**src/rtl/uart_pkg.sv**
```systemverilog
// Shared UART types and constants: receiver FSM states, oversampling points, baud divider helper.
package uart_pkg;

  typedef enum logic [2:0] {IDLE, START, DATA, STOP, BREAK} rx_state_e;

  localparam int         OS_RATE    = 16;
  localparam logic [3:0] SAMPLE_MID = 4'd7;
  localparam logic [3:0] SAMPLE_END = 4'd15;

  // Rounded CLK_HZ / (OS_RATE * BAUD).
  function automatic int calc_div(input int clk_hz, input int baud);
    return (clk_hz + (OS_RATE * baud) / 2) / (OS_RATE * baud);
  endfunction

endpackage

```
**src/rtl/sync_fifo.sv**
```systemverilog
// Registered FIFO: push visible at the head one cycle later; push while full is dropped unless a pop
// happens in the same cycle. Consumer backpressure is simply pop held low.
module sync_fifo #(
  parameter int WIDTH = 8,
  parameter int DEPTH = 8
) (
  input  logic                       CLK,
  input  logic                       RST_N,
  input  logic                       push,
  input  logic [WIDTH-1:0]           push_dat,
  input  logic                       pop,
  output logic [WIDTH-1:0]           pop_dat,
  output logic                       full,
  output logic                       empty,
  output logic [$clog2(DEPTH):0]     count
);

  localparam int AW = $clog2(DEPTH);
  localparam int CW = AW + 1;

  if (DEPTH < 2 || (DEPTH & (DEPTH - 1)) != 0) begin : g_depth_chk
    $error("sync_fifo: DEPTH must be a power of two and at least 2");
  end

  logic [WIDTH-1:0] mem [DEPTH];
  logic [AW-1:0]    wr_ptr;
  logic [AW-1:0]    rd_ptr;
  logic [CW-1:0]    cnt;
  logic             do_push;
  logic             do_pop;

  assign empty   = (cnt == '0);
  assign full    = (cnt == CW'(DEPTH));
  assign count   = cnt;
  assign do_pop  = pop && !empty;
  assign do_push = push && (!full || do_pop);
  assign pop_dat = empty ? '0 : mem[rd_ptr];

  always_ff @(posedge CLK or negedge RST_N) begin
    if (!RST_N) begin
      wr_ptr <= '0;
      rd_ptr <= '0;
      cnt    <= '0;
    end else begin
      if (do_push) wr_ptr <= wr_ptr + 1'b1;
      if (do_pop)  rd_ptr <= rd_ptr + 1'b1;
      if (do_push && !do_pop)      cnt <= cnt + 1'b1;
      else if (do_pop && !do_push) cnt <= cnt - 1'b1;
    end
  end

  always_ff @(posedge CLK) begin
    if (do_push) mem[wr_ptr] <= push_dat;
  end

endmodule

```
**src/rtl/uart_rx_frontend.sv**
```systemverilog
// 8N1 receiver with 16x oversampling: byte at out_data one cycle after the stop-bit sample.
// out_ready low holds the FIFO head; a full FIFO drops new bytes and raises sticky overrun.
module uart_rx_frontend
  import uart_pkg::*;
#(
  parameter int CLK_HZ     = 50_000_000,
  parameter int BAUD       = 115_200,
  parameter int FIFO_DEPTH = 8
) (
  input  logic       CLK,
  input  logic       RST_N,
  input  logic       rx,
  output logic [7:0] out_data,
  output logic       out_valid,
  input  logic       out_ready,
  output logic       frame_err,
  output logic       overrun,
  input  logic       err_clear
);

  localparam int DIV = calc_div(CLK_HZ, BAUD);
  localparam int TW  = (DIV > 1) ? $clog2(DIV) : 1;
  localparam int CW  = $clog2(FIFO_DEPTH) + 1;

  if (DIV < 1) begin : g_div_chk
    $error("uart_rx_frontend: CLK_HZ/(16*BAUD) rounds below 1");
  end

  logic          rx_meta, rx_s;
  logic [TW-1:0] tick_cnt;
  logic          tick;
  rx_state_e     state;
  logic [3:0]    os;
  logic [2:0]    bc;
  logic [7:0]    shift;
  logic          stop_sample, push, frame_set, overrun_set, pop_fire;
  logic          fifo_full, fifo_empty;
  logic [CW-1:0] fifo_count;

  always_ff @(posedge CLK or negedge RST_N) begin
    if (!RST_N) begin
      rx_meta <= 1'b1;
      rx_s    <= 1'b1;
    end else begin
      rx_meta <= rx;
      rx_s    <= rx_meta;
    end
  end

  assign tick = (tick_cnt == TW'(DIV - 1));

  always_ff @(posedge CLK or negedge RST_N) begin
    if (!RST_N) tick_cnt <= '0;
    else        tick_cnt <= tick ? '0 : tick_cnt + 1'b1;
  end

  always_ff @(posedge CLK or negedge RST_N) begin
    if (!RST_N) begin
      state <= IDLE;
      os    <= '0;
      bc    <= '0;
      shift <= '0;
    end else begin
      case (state)
        IDLE: if (!rx_s) begin
          state <= START;
          os    <= '0;
        end
        // Mid-bit check rejects short low glitches as false starts.
        START: if (tick) begin
          if (os == SAMPLE_MID) begin
            if (rx_s) state <= IDLE;
            else begin
              state <= DATA;
              os    <= '0;
              bc    <= '0;
            end
          end else os <= os + 1'b1;
        end
        DATA: if (tick) begin
          if (os == SAMPLE_END) begin
            shift[bc] <= rx_s;
            os        <= '0;
            if (bc == 3'd7) state <= STOP;
            else            bc    <= bc + 1'b1;
          end else os <= os + 1'b1;
        end
        STOP: if (tick) begin
          if (os == SAMPLE_END) begin
            os    <= '0;
            state <= rx_s ? IDLE : BREAK;
          end else os <= os + 1'b1;
        end
        BREAK: if (rx_s) state <= IDLE;
        default: state <= IDLE;
      endcase
    end
  end

  assign stop_sample = tick && (state == STOP) && (os == SAMPLE_END);
  assign push        = stop_sample && rx_s;
  assign frame_set   = stop_sample && !rx_s;
  assign pop_fire    = out_valid && out_ready;
  assign overrun_set = push && fifo_full && !pop_fire;
  assign out_valid   = !fifo_empty;

  sync_fifo #(.WIDTH(8), .DEPTH(FIFO_DEPTH)) u_fifo (
    .CLK      (CLK),
    .RST_N    (RST_N),
    .push     (push),
    .push_dat (shift),
    .pop      (out_ready),
    .pop_dat  (out_data),
    .full     (fifo_full),
    .empty    (fifo_empty),
    .count    (fifo_count)
  );

  // Set beats clear when both land in the same cycle.
  always_ff @(posedge CLK or negedge RST_N) begin
    if (!RST_N) begin
      frame_err <= 1'b0;
      overrun   <= 1'b0;
    end else begin
      frame_err <= frame_set   | (frame_err & ~err_clear);
      overrun   <= overrun_set | (overrun & ~err_clear);
    end
  end

  a_count_range: assert property (@(posedge CLK) disable iff (!RST_N) fifo_count <= CW'(FIFO_DEPTH));

endmodule

```
**config.mk**
```make
export PLATFORM = sky130hd
export DESIGN_NAME = uart_rx_frontend
export DESIGN_NICKNAME = d
export VERILOG_FILES = /design/src/rtl/uart_pkg.sv /design/src/rtl/sync_fifo.sv /design/src/rtl/uart_rx_frontend.sv
export SDC_FILE = /design/constraint.sdc
export NUM_CORES = 1
export LEC_CHECK = 0
export ABC_AREA = 1
export CORE_UTILIZATION = 60
export CTS_CLUSTER_DIAMETER = 150
export DETAILED_ROUTE_END_ITERATION = 7
export PLACE_DENSITY = 0.78
export SYNTH_ARGS = -nofsm -noshare
export SYNTH_HDL_FRONTEND = slang
export SYNTH_SLANG_ARGS = --single-unit
```
**constraint.sdc**
```tcl
create_clock -name CLK -period 4.1 [get_ports CLK]
set_input_delay 1.23 -clock CLK [delete_from_list [all_inputs] [get_ports CLK]]
set_output_delay 1.23 -clock CLK [all_outputs]
set_load 0.02 [all_outputs]
```
==> results.md, run 1 <==
- The flow ran to the end, and the final reports show no timing, DRC or antenna violations.
- Data arrives at the worst endpoint at 2.49 ns.
- Once the floorplan was initialized, standard cells occupied 62.5% of the core.
- At the pin with the least slew margin, the transition time is 0.866 ns.
- The signal on the critical path passes through buf_4 > o21ai_0 > o22ai_1 > nor2_1 > nor2_1 > clkdlybuf4s50_1.
- Measured against its own limit, the worst slew margin works out to 42.3%.
- The cell repeated most along the worst path is sky130_fd_sc_hd__nor2_1.
- The kind of capture point of the worst setup path is a primary output.
- IR analysis of the VDD net gives a maximum drop of 0.181 mV.
- The number of buffers added on ports is 15.
- TritonCTS built the clock tree.
- After filler insertion, the fill cell instance count of the layout stands at 550.
- The number of nets handed over by synthesis was 470.
- The share of Yosys cell area claimed by the top area cell type is 42.0%.
- The core footprint is 7330 um2.
- The kind of critical path is reg -> out.
- The floorplan has 31 rows.
- The smallest clock period supported by the final layout is computed as 3.72 ns.
- Per report_power, the clock group accounts for 38.6% of the total.
- The per-cell routed wire length is 14.5 um.
- Post-CTS repair changed the size of 0 cells.
- The buffering stage count on the worst path with inverters included is 2.
- The worst slack at placement is 0.657 ns.
- The number of vias in the routed layout is 3135.
- For this run the aggregate overflow at the end of global routing stands at 0.
- The DRC marker count from the first detailed-route iteration is 175.
- Final hold analysis gives a worst-case slack of 0.366 ns.
- Entering global routing, the biggest net connects 38 pins.
- Summing all multi-input logic gate instances after layout gives 1550 um2.
- Setup repair after global routing left no endpoint under its margin.
- The half-perimeter wire length after detailed placement is 5730 um.
- After detailed routing, the number of remaining DRC violations is 0.
- The cell area after technology mapping is 4580 um2.
- The register area share after synthesis is 62.2%.
- The synthesis-stage register bit count is 101.
- The wire length after detailed routing is 8350 um.
- The longest clock path from root to sink contains 2 buffers.
- Buffers inserted to repair hold after CTS numbered 0.
- The mean number of vias per cell is 5.43.
- Yosys mapped the design onto 32 distinct sky130hd cell types.
- The portion of total power attributed to sequential cells is 60.6%.
- The number of antenna violations at the first check in global routing is 0.
- Once detail routing completed, the nets flagged for antenna violations numbered 0.
- In this run the clock root is driven by a sky130_fd_sc_hd__clkbuf_8.
- After clock tree synthesis, the clock-pin slew on the worst setup and hold paths is 0.10 ns.
- The antenna diode instance count is 0.
- The max-slew violation count is 0.
- The biggest fanout along the worst timing path is 18.
- The final setup skew is 0.0145 ns.
- The largest individual stage delay along the critical path comes from the cell sky130_fd_sc_hd__dfrtp_1.
- The first global-routing pass estimated 14000 um of wire.
- By area the synthesized netlist is led by sky130_fd_sc_hd__edfxtp_1 42%, sky130_fd_sc_hd__dfrtp_1 19%, sky130_fd_sc_hd__nand2_1 7.3%.
- The design draws 1.77 mW.
- Once routing completed, OpenROAD measured the worst setup slack at 0.384 ns.
- For this run, the detailed router's first-pass iteration total came to 4.
- Of all flip-flops after synthesis, the portion carrying an async set or reset was 36.6%.
- From left edge to right edge, the die measures 89.4 um.
- The post-layout instance count excluding filler cells is 577.
- The clock latency on the worst-skew pair is 0.37 ns.
- The total leakage power is 2.18 nW.
- The kind of cell with the highest combined delay on the critical path is buffers and inverters.
- The area enclosed by the die boundary is 7990 um2.
- The critical path's largest stage delay is 0.66 ns.
- Cells with a size suffix above 1 make up 9.62% of the layout.
- STA classifies the critical path startpoint as a flip-flop.
- The part of the power in combinational logic is 0.8%.
- The total number of H-tree levels is 3.
- The internal portion of the total power is 1.42 mW.
- The top achievable clock speed is 0.269 GHz.
- The number of standard cells after synthesis is 454.
- The count of maximum capacitance violations is 0.
- The most used flip-flop cell after synthesis is sky130_fd_sc_hd__edfxtp_1.
- The final layout contains 489 nets.
- The cell taking the most area after synthesis is sky130_fd_sc_hd__edfxtp_1.
- Measured along the y axis, the die boundary spans 89.4 um.
- The power density over the cells is 350 nW/um2.
- The number of enable-type register cells in the synthesized netlist is 64.
- The I/O pin count is 16.
- For the final routed database, the setup TNS stands at 0 ns.
- The worst hold path belongs to the class reg -> reg.
- The data required time of the critical path is 2.87 ns.
- Net switching is 19.7% of the power.
- The number of hold violations in the final report is 0.
- The number of synthesis warnings is 0.
- The post-CTS setup-driven buffer insertion count is 0.
- The synthesized area per cell is 10.1 um2.
- The total global routing track utilization is 24.0%.
- The number of setup violations in the final report is 0.
- CTS saw 101 sinks.
- Clock tree synthesis inserted a total of 9 buffers.
- The number of global-route vias before repair is 3073.
- Across the whole layout, storage elements account for 2850 um2.
- The congestion estimate from routability-driven global placement came to 0.875.
- The instance count after placement with tap cells included is 561.
- In this run the power spent charging and discharging nets is 0.349 mW.
- The post-route fraction of the period consumed by the critical path is 90.6%.
- From synthesis to final layout, the design area changed by 10.4%.
## metal layers
| metal | part of all wire (%) | global-route usage, % | up-vias |
|---|---|---|---|
| met4 | 1.7 | 10.5 | 0 |
| li1 | - | - | 1572 |
| met2 | 50 | 40.0 | 69 |
| met5 | 0 | 0 | - |
| met3 | 4.1 | 5.45 | 13 |
| met1 | 45 | 30.2 | 1481 |
## power groups by stage
| stage | clock network [mW] | logic, mW | registers (mW) |
|---|---|---|---|
| 4_1_cts | 0.694 | 0.0150 | 1.07 |
| 5_1_grt | 0.736 | 0.0170 | 1.07 |
| 6_report | 0.684 | 0.0143 | 1.07 |
| 2_1_floorplan | 0 | 0.00286 | 1.10 |
| 3_3_place_gp | 0 | 0.0144 | 1.10 |
| 3_5_place_dp | 0 | 0.0149 | 1.10 |
## layout by cell type, fill, tap and decap left out, drive strengths merged, types with 3 or more instances in the layout
| cell type | Yosys | layout |
|---|---|---|
| nand2 | 98 | 98 |
| nor2 | 89 | 89 |
| edfxtp | 64 | 64 |
| o21ai | 47 | 47 |
| dfrtp | 35 | 35 |
| inv | 31 | 33 |
| nand3 | 23 | 23 |
| clkdlybuf4s50 | 0 | 14 |
| ha | 10 | 10 |
| o22ai | 9 | 9 |
| a21oi | 9 | 9 |
| clkbuf | 8 | 9 |
| o211ai | 8 | 8 |
| buf | 5 | 7 |
| xor2 | 4 | 4 |
| xnor2 | 4 | 4 |
| clkinv | 1 | 3 |
## through the flow
| step | utilization, % | cell area (um2) |
|---|---|---|
| after floorplan | - | 4580 |
| after global placement | 66.0 | 4840 |
| final | 69.0 | 5060 |
| after CTS | 69.0 | 5060 |
| after detailed placement | 66.0 | 4840 |
| after global routing | 69.0 | 5060 |
## final cells by class
type	instances	share of cell area, %
flip-flops and latches	101	56.4
clock buffers	9	2.45
repair buffers	21	3.76
clock inverters	7	1.88
inverters	32	2.40
well taps	99	2.45
multi-input cells	308	30.7
## Yosys cell counts, drive strengths merged (4+ instances only)
| cell | instances |
|---|---|
| xnor2 | 4 |
| clkbuf | 8 |
| nor2 | 89 |
| nand3 | 23 |
| o22ai | 9 |
| dfrtp | 35 |
| edfxtp | 64 |
| xor2 | 4 |
| ha | 10 |
| buf | 5 |
| inv | 31 |
| o211ai | 8 |
| nand2 | 98 |
| o21ai | 47 |
| a21oi | 9 |
## cells by family (layout without fill, tap and decap cells)
group | after synthesis | after routing | synth area share, %
AND/OR/NAND/NOR | 215 | 215 | 20.4
flip-flops | 101 | 101 | 62.2
AO/OA/AOI/OAI | 74 | 74 | 8.82
buffers and inverters | 45 | 69 | 3.88
XOR/XNOR | 8 | 8 | 1.53
adder cells (fa/ha/maj) | 11 | 11 | 3.17
## state kept, by name (all words and copies together) (netlist names)
register and cells:
frame_err 1, rx_meta 1, u_fifo.mem 64, rx_s 1
u_fifo.wr_ptr 3, bc 3, shift 8, state 3
u_fifo.rd_ptr 3, overrun 1, u_fifo.count 4, os 4
tick_cnt 5
## worst paths after layout
kind,startpoint,to,slack [ns],cells past startpoint
hold / removal,rx_meta$_DFF_PN1_,rx_s$_DFF_PN1_,0.37,0
min in group asynchronous,RST_N,os[1]$_DFFE_PN0P_,0.97,1
hold reg to reg,rx_meta$_DFF_PN1_,rx_s$_DFF_PN1_,0.37,0
setup reg to reg,u_fifo.count[1]$_DFFE_PN0P_,u_fifo.count[3]$_DFFE_PN0P_,1.40,12
setup / recovery,u_fifo.rd_ptr[0]$_DFFE_PN0N_,out_data[6],0.38,6
max in group asynchronous,RST_N,state[2]$_DFFE_PN0P_,2.58,1
Note: power is estimated with default switching activity, not from simulation.
==> inputs of run 2 (changes only) <==
==> constraint.sdc (replaced) <==
create_clock -name CLK -period 4.1 [get_ports CLK]
set_input_delay 1.23 -clock CLK [delete_from_list [all_inputs] [get_ports CLK]]
set_output_delay 1.23 -clock CLK [all_outputs]
set_load 0.01 [all_outputs]
==> run 2 against run 1 <==
Hold slack lost 0.0058 ns. First-iteration DRC count shrank 15%. Highest routed layer unchanged. Setup slack gained 0.0065 ns. Critical path type unchanged. Power shrank 3.0%. Global-route usage decreased by 1.2 points.
==> results.md, run 2 (synthesis results as in run 1) <==
- The number of buffers between clock root and the deepest sink is 2.
- More flip-flops sit in one register than any other, and that register is u_fifo.mem.
- The run finished with clean final reports.
- The internal portion of the total power is 1.37 mW.
- The cell count of the worst reg-to-reg path is 12.
- The cell depth of the worst hold path is 0.
- The data required time of the critical path is 2.87 ns.
- The worst pin sits at a relative slew slack of 42.9%.
- The register with the most flip-flops in the layout has 64 of them.
- The first global-routing pass estimated 13300 um of wire.
- The growth of design area from synthesis to finish is 10.0%.
- The total area inside the core boundary comes to 7330 um2.
- The floorplan row count is 31.
- Global routing used 22.8% of the available tracks.
- The sequential cell area in the final layout is 2850 um2.
- The floorplan step defined a die boundary enclosing 7990 um2.
- For the final routed database, the setup TNS stands at 0 ns.
- The library cell used most frequently in the layout, excluding fill and tap cells, is sky130_fd_sc_hd__nand2_1.
- The max-slew violation count came to 0.
- Once the clock tree was built, the setup fixing pass inserted 0 buffers.
- The post-route DRC violation count is 0.
- For hold timing, the worst endpoint is rx_s$_DFF_PN1_.
- The final route contains 3088 vias.
- The CTS buffer count is 9.
- TritonCTS built the clock tree.
- The number of inserted filler cells in the final layout is 529.
- The pin count of the biggest net entering global routing is 38.
- The net count reported at finish is 487.
- The kind of critical path is reg -> out.
- The largest registers in the layout are u_fifo.mem: 64 flops, shift: 8 flops, tick_cnt: 5 flops.
- Leaving out fill and tap cells, the most frequent cells in the layout are 89 x sky130_fd_sc_hd__nand2_1, 81 x sky130_fd_sc_hd__nor2_1, 64 x sky130_fd_sc_hd__edfxtp_1.
- The clock-pin slew reported for the worst setup and hold paths after clock tree synthesis is 0.10 ns.
- The post-route fraction of the period consumed by the critical path is 90.5%.
- Setup violations remaining at the end of the flow were counted as 0.
- The total global routing overflow is 0.
- Setup repair after global routing left no endpoint under its margin.
- After legalization and detailed placement, the total HPWL measured 5490 um.
- The biggest fanout along the worst timing path is 26.
- The routed design has 8190 um of wire.
- The clock latency on the worst-skew pair is 0.36 ns.
- The width of the chip is 89.4 um.
- The shortest clock period the worst path allows after layout is 3.71 ns.
- The worst register-to-register path begins at u_fifo.count[1]$_DFFE_PN0P_.
- The last weighted congestion value of the routability-driven placer is 0.858.
- The hold path startpoint is rx_meta$_DFF_PN1_.
- The number of global-route vias before repair is 2856.
- The detail route stage leaves a number of antenna-violating nets equal to 0.
- The number of antenna violations at the first check in global routing was 0.
- The final worst hold slack is 0.361 ns.
- For this configuration, the core starts out at a cell density of 62.5%.
- The peak supply drop is 0.181 mV.
- The clock network accounts for 36.7% of the total power.
- In the final layout, the share of cells above drive strength 1 is 9.24%.
- The antenna diode instance count is 0.
- 16 I/O pins were placed.
- At the pin with the least slew margin, the transition time is 0.853 ns.
- The number of hold violations in the final report is 0.
- The number of buffers added on ports is 15.
- The die height is 89.4 um.
- In this run, the number of DRC markers left after iteration 0 of detailed routing was 148.
- Of the total power, the share spent switching nets is 20.4%.
- For the worst setup path, the data arrival time is 2.48 ns.
- The tightest min-delay check is of the reg -> reg type.
- The worst register-to-register path ends at u_fifo.count[3]$_DFFE_PN0P_.
- The reported net switching power is 0.352 mW.
- STA classifies the critical path endpoint as a primary output.
- Summing all multi-input logic gate instances after layout gives 1550 um2.
- The critical path startpoint category is a flip-flop.
- The power density over the cells is 341 nW/um2.
- The total leakage power is 2.16 nW.
- The total number of clock tree sinks is 101.
- For this design, the CTS-stage hold fixing added 0 buffers.
- The number of detailed-routing iterations run before antenna repair is 5.
- In this run, flip-flops and latches consume 62.5% of the power.
- The post-CTS resize count is 0.
- Static timing analysis puts the maximum clock frequency at 0.270 GHz.
- The part of the power in combinational logic is 0.8%.
- The tree is rooted in a sky130_fd_sc_hd__clkbuf_8.
- The register-to-register path setup slack is 1.44 ns.
- The H-tree was split into 3 levels.
- Across the routed clock network, the largest skew measured is 0.0123 ns.
- Dividing the detail-routed via count by the number of cells gives 5.37.
- The per-cell routed wire length is 14.2 um.
- The count of maximum capacitance violations is 0.
## run 2: routing by layer
| metal | wire length [um] | GRT usage [%] | part of all wire, % |
|---|---|---|---|
| met1 | 3620 | 28.5 | 44 |
| met2 | 4160 | 39.6 | 51 |
| met3 | 301 | 4.99 | 3.7 |
| met4 | 103 | 7.79 | 1.3 |
| met5 | 0 | 0 | 0 |
## run 2: cell type report
type	count	area share, %
clock buffers	9	2.46
clock inverters	7	1.59
flip-flops and latches	101	56.6
inverters	32	2.41
multi-input cells	308	30.8
well taps	99	2.46
repair buffers	19	3.72
## run 2: worst max-delay path, stage by stage (launching register included)
cell and delay (ns):
sky130_fd_sc_hd__dfrtp_1 0.88, sky130_fd_sc_hd__o21ai_0 0.28, sky130_fd_sc_hd__o22ai_1 0.22, sky130_fd_sc_hd__nor2_1 0.07, sky130_fd_sc_hd__nor2_1 0.14, sky130_fd_sc_hd__clkdlybuf4s50_1 0.53
## run 2: power by group through the flow
| stage | clock network [mW] | registers [mW] | logic, mW |
|---|---|---|---|
| 2_1_floorplan | 0 | 1.10 | 0.00286 |
| 3_3_place_gp | 0 | 1.10 | 0.0142 |
| 3_5_place_dp | 0 | 1.10 | 0.0144 |
| 4_1_cts | 0.643 | 1.07 | 0.0145 |
| 5_1_grt | 0.683 | 1.08 | 0.0159 |
| 6_report | 0.631 | 1.07 | 0.0139 |
## run 2: stage by stage
stage          power (mW)  util, %  setup WS, ns  cells  cell area (um2)
2_1_floorplan        1.10        -          1.38    454             4580
3_3_place_gp         1.11     66.0         0.834    559             4840
3_5_place_dp         1.11     66.0         0.758    559             4840
4_1_cts              1.73     68.7         0.391    575             5040
5_1_grt              1.77     68.7         0.241    575             5040
6_report             1.72     68.7         0.391    575             5040
## run 2: how the worst max path moves through the flow
stage | startpoint | to | cells after the start
2_1_floorplan | out_ready | u_fifo.count[3]$_DFFE_PN0P_ | 10
3_3_place_gp | out_ready | u_fifo.count[3]$_DFFE_PN0P_ | 11
3_5_place_dp | out_ready | u_fifo.count[3]$_DFFE_PN0P_ | 11
4_1_cts | u_fifo.rd_ptr[1]$_DFFE_PN0N_ | out_data[7] | 5
5_1_grt | u_fifo.rd_ptr[1]$_DFFE_PN0N_ | out_data[2] | 6
6_report | u_fifo.rd_ptr[1]$_DFFE_PN0N_ | out_data[7] | 5
==> inputs of run 3 (changes only) <==
--- a/config.mk
+++ b/config.mk
@@ -10,4 +10,5 @@
 export CTS_CLUSTER_DIAMETER = 150
 export DETAILED_ROUTE_END_ITERATION = 7
+export HOLD_SLACK_MARGIN = 0.03
 export PLACE_DENSITY = 0.78
 export SYNTH_ARGS = -nofsm -noshare
==> constraint.sdc (replaced) <==
create_clock -name CLK -period 4.1 [get_ports CLK]
set_input_delay 1.23 -clock CLK [delete_from_list [all_inputs] [get_ports CLK]]
set_output_delay 1.23 -clock CLK [all_outputs]
set_load 0.05 [all_outputs]
==> run 3 against run 2 <==
First-iteration DRC count rose by 64%. Setup slack better by 0.26 ns. Critical path type unchanged. Hold slack better by 0.0052 ns. Global-route usage rose by 1.9 points. Largest power group unchanged. Maximum frequency rose by 7.6%. Via count grew 3.8%.
==> results.md, run 3 (synthesis results as in run 1) <==
- The run finished with clean final reports.
- The most common library cell in the layout ignoring fill and taps is sky130_fd_sc_hd__nand2_1.
- The total global routing overflow is 0.
- The pre-antenna-repair detailed-routing pass consisted of 5 iterations.
- The clock drives 101 sinks.
- Of all nets on the critical path, the largest fanout is 26.
- The floorplan row count is 31.
- The largest registers in the layout are u_fifo.mem: 64 flops, shift: 8 flops, tick_cnt: 5 flops.
- Setup repair after global routing left no endpoint under its margin.
- The max-slew violation count was 0.
- Post-CTS repair changed the size of 0 cells.
- The post-route DRC violation count is 0.
- The kind of capture point of the worst setup path is a primary output.
- At the end of the flow, the number of nets in the layout was 485.
- The class of the worst hold path is reg -> reg.
- The total global routing track utilization is 24.7%.
- The half-perimeter wire length after detailed placement is 6060 um.
- The I/O pin count is 16.
- The register with the most flip-flops in the layout has 64 of them.
- Dividing the detail-routed wire length by the instance count gives 15.6 um.
- The total leakage power is 2.21 nW.
- For the pin with the worst max-slew slack, the measured transition is 0.834 ns.
- VDD sags by at most 0.207 mV.
- The end point of the worst hold path is rx_s$_DFF_PN1_.
- The critical path contains buffers and inverters numbering 2 combined.
- The clock latency on the worst-skew pair is 0.36 ns.
- The power density over the cells is 384 nW/um2.
- In the routed layout, each cell is associated on average with a via count of 5.59.
- The number of buffers between clock root and the deepest sink is 2.
- The design draws 1.95 mW.
- The width of the chip is 89.4 um.
- The wire length after detailed routing is 8910 um.
- The last weighted congestion value of the routability-driven placer is 0.896.
- TritonCTS built the clock tree.
- The number of nets still failing antenna checks after routing is 0.
- The number of setup violations in the final report is 0.
- In the final layout, the share of cells above drive strength 1 is 10.3%.
- The relative slew slack is 44.4%.
- The core footprint is 7330 um2.
- The top achievable clock speed is 0.290 GHz.
- In the finished design, the share of the clock period the worst path needs comes to 84.1%.
- The number of setup buffers added after CTS is 0.
- For this run, the slowest stage of the critical path takes 0.86 ns.
- The worst setup path is of the reg -> out kind.
- The final setup skew is 0.00596 ns.
- The cell repeated most along the worst path is sky130_fd_sc_hd__nor2_1.
- The first global-routing pass estimated 14300 um of wire.
- The number of hold violations in the final report is 0.
- The register name with the most flops is u_fifo.mem.
- The endpoint identified for the worst register-to-register timing path is u_fifo.count[3]$_DFFE_PN0P_.
- The starting utilization of the core area is 62.5%.
- The cell count of the worst reg-to-reg path is 16.
- The critical path goes through inv_1 > o21ai_0 > o22ai_1 > nor2_1 > nor2_1 > buf_4.
- The total number of H-tree levels is 3.
- Leaving out fill and tap cells, the most frequent cells in the layout are 89 x sky130_fd_sc_hd__nand2_1, 81 x sky130_fd_sc_hd__nor2_1, 64 x sky130_fd_sc_hd__edfxtp_1.
- The endpoint arrival time on the critical path is 2.22 ns.
- The die is 89.4 um tall.
- Clock-pin slew was measured on the worst setup and hold paths at 0.09 ns.
- Broken down by cell family, the worst path's largest delay share belongs to flip-flops.
- The number of antenna violations at the first check in global routing is 0.
- The DRC marker count from the first detailed-route iteration is 243.
- The start of the worst register-to-register path is tick_cnt[0]$_DFF_PN0_.
- The area enclosed by the die boundary is 7990 um2.
- For the finished layout, the period the worst path requires is 3.45 ns.
- At the worst endpoint, the required time is 2.87 ns.
- The number of global-route vias before repair is 2977.
- After routing, the total negative slack on setup checks comes to 0 ns.
- The count of maximum capacitance violations is 0.
- In this run the register-to-register setup slack is 1.48 ns.
- In this run the tool buffered the top-level ports with 15 buffer cells.
- The antenna diode instance count is 0.
- The critical path startpoint category is a flip-flop.
- After filler insertion, the fill cell instance count of the layout stands at 537.
- The root buffer cell chosen for the clock tree is sky130_fd_sc_hd__clkbuf_8.
- On the critical path, the stage with the largest delay is an instance of sky130_fd_sc_hd__dfrtp_1.
- The growth of design area from synthesis to finish is 10.8%.
- Detailed routing inserted a total of 3204 vias.
- The pin count of the biggest net entering global routing is 38.
- Along the worst hold path, the cell count comes to 0.
- The hold-fix buffer count after cts is 0.
- The worst hold path begins at rx_meta$_DFF_PN1_.
- The number of clock buffers added by TritonCTS is 9.
[run 3: final cells by class]
| cell class | instances | area (um2) | area share [%] |
|---|---|---|---|
| tap | 99 | 124 | 2.44 |
| multi-input combinational | 308 | 1550 | 30.6 |
| timing repair buffer | 17 | 140 | 2.76 |
| inverter | 32 | 121 | 2.39 |
| sequential | 101 | 2850 | 56.2 |
| clock buffer | 10 | 128 | 2.51 |
| clock inverter | 6 | 159 | 3.13 |
[run 3: how the worst max path moves through the flow]
stage / from / end / slack (ns) / cells after the start
final: u_fifo.rd_ptr[1]$_DFFE_PN0N_ / out_data[0] / 0.65 / 6
after global routing: u_fifo.rd_ptr[1]$_DFFE_PN0N_ / out_data[7] / 0.51 / 6
after CTS: u_fifo.rd_ptr[0]$_DFFE_PN0N_ / out_data[6] / 0.66 / 7
after detailed placement: out_ready / u_fifo.count[3]$_DFFE_PN0P_ / 0.73 / 11
after global placement: out_ready / u_fifo.count[3]$_DFFE_PN0P_ / 0.82 / 11
after floorplan: u_fifo.rd_ptr[0]$_DFFE_PN0N_ / out_data[0] / 1.16 / 6
[run 3: routing by layer]
layer	global-route usage [%]	vias to the layer above	part of all wire, %
li1	-	1561	-
met1	33.0	1506	44
met2	40.1	122	48
met3	6.46	15	6.5
met4	7.65	0	1.4
met5	0	-	0
[run 3: where the power goes]
group,switching (mW),internal [mW]
clock network,0.329,0.530
registers,0.000869,1.07
logic,0.0104,0.00343
total,0.340,1.61
[run 3: worst reg2reg max path, delay by kind of cell, from the launching register on]
| kind | cells | cell delay [ns] |
|---|---|---|
| AOI/OAI and AO/OA | 1 | 0.13 |
| adders and majority gates | 3 | 0.70 |
| buffers and inverters | 3 | 0.24 |
| DFF | 1 | 0.42 |
| and+or+nand+nor | 9 | 1.03 |
[run 3: through the flow]
stage | std cells | instance area, um2 | setup WS [ns] | hold WS [ns] | utilization, %
3_3_place_gp | 557 | 4790 | 0.823 | 0.350 | 65.3
5_1_grt | 573 | 5070 | 0.512 | 0.369 | 69.2
6_report | 573 | 5070 | 0.653 | 0.366 | 69.2
4_1_cts | 573 | 5070 | 0.663 | 0.367 | 69.2
3_5_place_dp | 557 | 4790 | 0.730 | 0.350 | 65.3
2_1_floorplan | 454 | 4580 | 1.16 | 0.345 | -
